<file path="src/rtl/vscale_ext_int_ctrl.sv">
// External interrupt controller on the vscale reg bus: latches level/edge sources
// into pending, masks with enable, drives ext_interrupts_o. Optional: VSCALE_EXT_INT_SYNC_EN.
module vscale_ext_int_ctrl #(
  parameter int NUM_SRC = 8,
  parameter int ADDR_W  = 14
) (
  input  logic              clk_i,
  input  logic              reset,
  input  logic [NUM_SRC-1:0] irq_src_i,
  input  logic              reg_wen,
  input  logic [ADDR_W-1:0] reg_waddr,
  input  logic [31:0]       reg_wdata,
  input  logic              reg_ren,
  input  logic [ADDR_W-1:0] reg_raddr,
  output logic [31:0]       reg_rdata,
  output logic [7:0]        ext_interrupts_o
);

  localparam int WA_W = ADDR_W - 2;
  localparam logic [WA_W-1:0] WORD_EOI     = WA_W'(0);
  localparam logic [WA_W-1:0] WORD_PENDING = WA_W'(1);
  localparam logic [WA_W-1:0] WORD_ENABLE  = WA_W'(2);
  localparam logic [WA_W-1:0] WORD_EDGESEL = WA_W'(3);
  localparam logic [WA_W-1:0] WORD_SWSET   = WA_W'(4);

  logic [NUM_SRC-1:0] pending;
  logic [NUM_SRC-1:0] enable;
  logic [NUM_SRC-1:0] edge_sel;
  logic [NUM_SRC-1:0] s;
  logic [NUM_SRC-1:0] s_d;
  logic [NUM_SRC-1:0] set_hw;
  logic [NUM_SRC-1:0] clr;
  logic [NUM_SRC-1:0] swset;
  logic [NUM_SRC-1:0] active;
  logic [NUM_SRC-1:0] wdata_src;
  logic [WA_W-1:0]    waddr_word;
  logic [WA_W-1:0]    raddr_word;
  logic [4:0]         claim_id;
  logic [31:0]        rd_next;
  logic [7:0]         out_next;
  logic               wr_eoi;
  logic               wr_enable;
  logic               wr_edgesel;
  logic               wr_swset;

  assign waddr_word = reg_waddr[ADDR_W-1:2];
  assign raddr_word = reg_raddr[ADDR_W-1:2];
  assign wdata_src  = reg_wdata[NUM_SRC-1:0];

  // Byte-lane bits and data bits above NUM_SRC carry no meaning here.
  logic unused_bits;
  assign unused_bits = ^{reg_waddr[1:0], reg_raddr[1:0], reg_wdata};

`ifdef VSCALE_EXT_INT_SYNC_EN
  logic [NUM_SRC-1:0] sync_q1;
  logic [NUM_SRC-1:0] sync_q2;

  always_ff @(posedge clk_i or posedge reset) begin
    if (reset) begin
      sync_q1 <= '0;
      sync_q2 <= '0;
    end else begin
      sync_q1 <= irq_src_i;
      sync_q2 <= sync_q1;
    end
  end

  assign s = sync_q2;
`else
  assign s = irq_src_i;
`endif

  assign wr_eoi     = reg_wen && (waddr_word == WORD_EOI);
  assign wr_enable  = reg_wen && (waddr_word == WORD_ENABLE);
  assign wr_edgesel = reg_wen && (waddr_word == WORD_EDGESEL);
  assign wr_swset   = reg_wen && (waddr_word == WORD_SWSET);

  assign clr    = wr_eoi   ? wdata_src : '0;
  assign swset  = wr_swset ? wdata_src : '0;
  assign set_hw = (edge_sel & s & ~s_d) | (~edge_sel & s);
  assign active = pending & enable;

  always_comb begin
    claim_id = '0;
    for (int i = NUM_SRC - 1; i >= 0; i--) begin
      if (active[i]) claim_id = 5'(i + 1);
    end
  end

  always_comb begin
    rd_next = '0;
    case (raddr_word)
      WORD_EOI:     rd_next[4:0]         = claim_id;
      WORD_PENDING: rd_next[NUM_SRC-1:0] = pending;
      WORD_ENABLE:  rd_next[NUM_SRC-1:0] = enable;
      WORD_EDGESEL: rd_next[NUM_SRC-1:0] = edge_sel;
      default:      rd_next              = '0;
    endcase
  end

  always_comb begin
    out_next = '0;
    out_next[NUM_SRC-1:0] = active;
  end

  // Set terms are OR'd after the clear so an event arriving with a W1C is kept.
  always_ff @(posedge clk_i or posedge reset) begin
    if (reset) begin
      pending          <= '0;
      enable           <= '0;
      edge_sel         <= '0;
      s_d              <= '0;
      reg_rdata        <= '0;
      ext_interrupts_o <= '0;
    end else begin
      s_d              <= s;
      pending          <= (pending & ~clr) | set_hw | swset;
      ext_interrupts_o <= out_next;
      if (wr_enable)  enable   <= wdata_src;
      if (wr_edgesel) edge_sel <= wdata_src;
      if (reg_ren)    reg_rdata <= rd_next;
    end
  end

endmodule

</file>
<file path="config.mk">
export PLATFORM = sky130hd
export DESIGN_NAME = vscale_ext_int_ctrl
export DESIGN_NICKNAME = d
export VERILOG_FILES = /design/src/rtl/vscale_ext_int_ctrl.sv
export SDC_FILE = /design/constraint.sdc
export NUM_CORES = 1
export LEC_CHECK = 0
export CAP_MARGIN = 20
export CORE_MARGIN = 10
export CORE_UTILIZATION = 44
export CTS_BUF_LIST = sky130_fd_sc_hd__clkbuf_16
export DETAILED_ROUTE_END_ITERATION = 12
export HOLD_SLACK_MARGIN = 0.03
export PLACE_DENSITY_LB_ADDON = 0.2
export SLEW_MARGIN = 20
export SYNTH_ARGS = -nofsm -noshare
export SYNTH_HDL_FRONTEND = slang
export SYNTH_SLANG_ARGS = --single-unit
export TNS_END_PERCENT = 50
</file>
<file path="constraint.sdc">
create_clock -name clk_i -period 3.4 [get_ports clk_i]
set_clock_uncertainty 0.1 [all_clocks]
set_input_delay 0.68 -clock clk_i [delete_from_list [all_inputs] [get_ports clk_i]]
set_output_delay 0.68 -clock clk_i [all_outputs]
set_load 0.02 [all_outputs]
</file>
==> impl_metrics.yaml <==
yosys:
  synth.avg_cell_area_um2: 11.3
  synth_top_area_cell: "dfrtp_1"
  ys_warn_count: 0
  synth_ff_type: "dfrtp_1"
  ys_seq_area_frac: 0.507
  synth_area_um2: 2370
  synth.top_cells.by_area: "dfrtp_1 51%, buf_4 7.6%, mux2_2 6.7%"
  netlist_instances: 209
  ys_types: 40
  synth_top_area_share: 0.507
  async_reset_ff_frac: 1.00
  synth_edf_count: 0
  synthTopCellsByCount: "48 x dfrtp_1, 24 x buf_4, 20 x inv_1"
  synth.most_common_cell: "dfrtp_1"
  ys_ff_latch: 48
clocking:
  ctsHoldBuffers: 0
  clk_latency_ns: 0.28
  numCtsBuffers: 5
  cts_tree: "yes"
  path_clk_slew_ns: 0.06
  post-cts-setup-buffer-count: 0
  htreeDepth: 2
  cts-root-buf: "clkbuf_16"
  cts_sinks: 48
  cts.path.max_buffers: 2
  ctsResizeCount: 0
floorplanning:
  num_io_pins: 112
  die_h_um: 93.4
  rows: 26
  dieArea_um2: 8720
  initial_core_util: 0.458
  die_w_um: 93.4
  core_area_um2: 5170
power_and_ir_drop:
  power_frac_comb: 0.116
  p_seq_frac: 0.499
  switching_share: 0.226
  ir_drop_mv: 0.183
  pwr-share-clk: 0.386
  power_switching_mw: 0.263
  internal_power_mw: 0.899
  leakagePower_nw: 1.38
  p_total_mw: 1.16
  p_per_area_nw_per_um2: 380
sta:
  max_slew_margin: 0.448
  post-route-min-period_ns: 2.46
  setup_viol: 0
  setup_slack_ns: 0.943
  fin_crit_sh: 0.723
  slew_viol_final: 0
  timing.setup.tns_ns: 0
  worstMarginPinSlew_ns: 0.826
  rsz0062_at_grt: "no"
  hold_viol: 0
  holdWs_ns: 0.410
  max_freq_mhz: 407
critical_path:
  worstSetupEndpointType: "flop"
  startpoint_type: "input port"
  reg2reg_to: "reg_rdata[1]"
  arrival_ns: 2.57
  r2r_slack_ns: 1.79
  worstSetupPathType: "in -> reg"
  crit_path_start: "reg_waddr[9]"
  ff2ff_path_depth: 3
  rr_startpoint: "enable[1]"
  required_ns: 3.52
  cp_max_fo: 9
global_route:
  grt_pass1_vias: 1770
  grt_first_pass_wirelength_mm: 8.58
  overflow: 0
  antenna_found_initial: 0
  grt_use_total: 0.122
  grt_max_degree: 49
placement:
  hpwl_mm: 4.20
  dpl.cell_count: 332
  place.gp.congestion: 0.810
  placed_cell_area_um2: 2940
  portBuffers: 59
  dp_slack_ns: 0.614
route:
  antenna_left: 0
  first_pass_iters: 4
  drc: 0
  drtIter0Drc: 102
  routed_wl_mm: 5.40
  wl_per_cell_um: 16.0
  vias_per_cell: 5.05
  route.vias.total: 1701
worst_hold_path:
  worstHoldStart: "enable[7]"
  hold_end: "enable[7]"
  hp-class: "reg -> reg"
  whs_path_depth: 2
run_status:
  status: "complete, no violations"
layout:
  utilization: 0.592
  fin_area_um2: 3060
  diodes: 0
  nets: 341
  drive_gt1_frac: 0.131
  stdcell_count: 337
  synthToLayoutAreaGrowth_pct: 29.3
job:
  maxCapViolCount: 0
[state kept, by name (all words and copies together) (netlist names)]
signal and count:
edge_sel 8, enable 8, ext_interrupts_o 8, pending 8, reg_rdata 8, s_d 8
[power groups by stage]
stage	registers [mW]	clock network [mW]	logic, mW
after floorplan	0.590	0	0.0873
after global placement	0.589	0	0.133
after detailed placement	0.590	0	0.134
after CTS	0.579	0.457	0.134
after global routing	0.580	0.478	0.146
final	0.579	0.448	0.135
[layout make-up]
class | instances | area [um2]
multi-input combinational | 134 | 973
fill | 471 | 2110
tap | 70 | 87.6
sequential | 48 | 1200
timing repair buffer | 60 | 598
inverter | 20 | 76.3
clock buffer | 5 | 125
[placed cells by master, fill, tap and decap left out, drive strengths merged, types with 2 or more instances in the layout]
cell,synthesis,final
clkbuf,4,5
nand2,15,15
o22ai,7,7
a22oi,5,5
o21ai,10,10
nand4,2,2
nor4,2,2
o31a,8,8
or4,2,2
a21oi,5,5
clkdlybuf4s50,0,59
dfrtp,48,48
inv,20,19
conb,1,24
nand3,2,2
a311o,8,8
a21boi,8,8
and2,3,3
nor2,3,3
mux2,14,14
[critical path, cell delays in order]
cell             delay, ns
clkdlybuf4s50_1       0.45
nor4_4                0.41
nand4b_4              0.24
nor2_1                0.53
a311o_1               0.27
[how the worst max path moves through the flow]
stage                       to  slack, ns  cells past startpoint
global placement    pending[3]       0.64                      5
global route        pending[3]       0.79                      5
CTS                 pending[6]       0.93                      5
detailed placement  pending[6]       0.61                      5
finish              pending[6]       0.94                      5
floorplan           pending[6]       1.39                      4
[metal layers]
layer / routed length [um] / vias to the layer above / GRT usage
li1: - / 824 / -
met1: 2360 / 804 / 0.148
met2: 2440 / 67 / 0.191
met3: 530 / 6 / 0.0464
met4: 66 / 0 / 0.0424
met5: 0 / - / 0
[cells by family (layout without fill, tap and decap cells)]
kind of cell | Yosys count | after routing | synth area share
compound gates | 57 | 57 | 0.181
mux | 16 | 16 | 0.0803
other cells | 1 | 24 | 0.00158
flops | 48 | 48 | 0.507
simple gates | 37 | 37 | 0.112
buf+inv | 50 | 85 | 0.118
(Power assumes the default switching activity.)
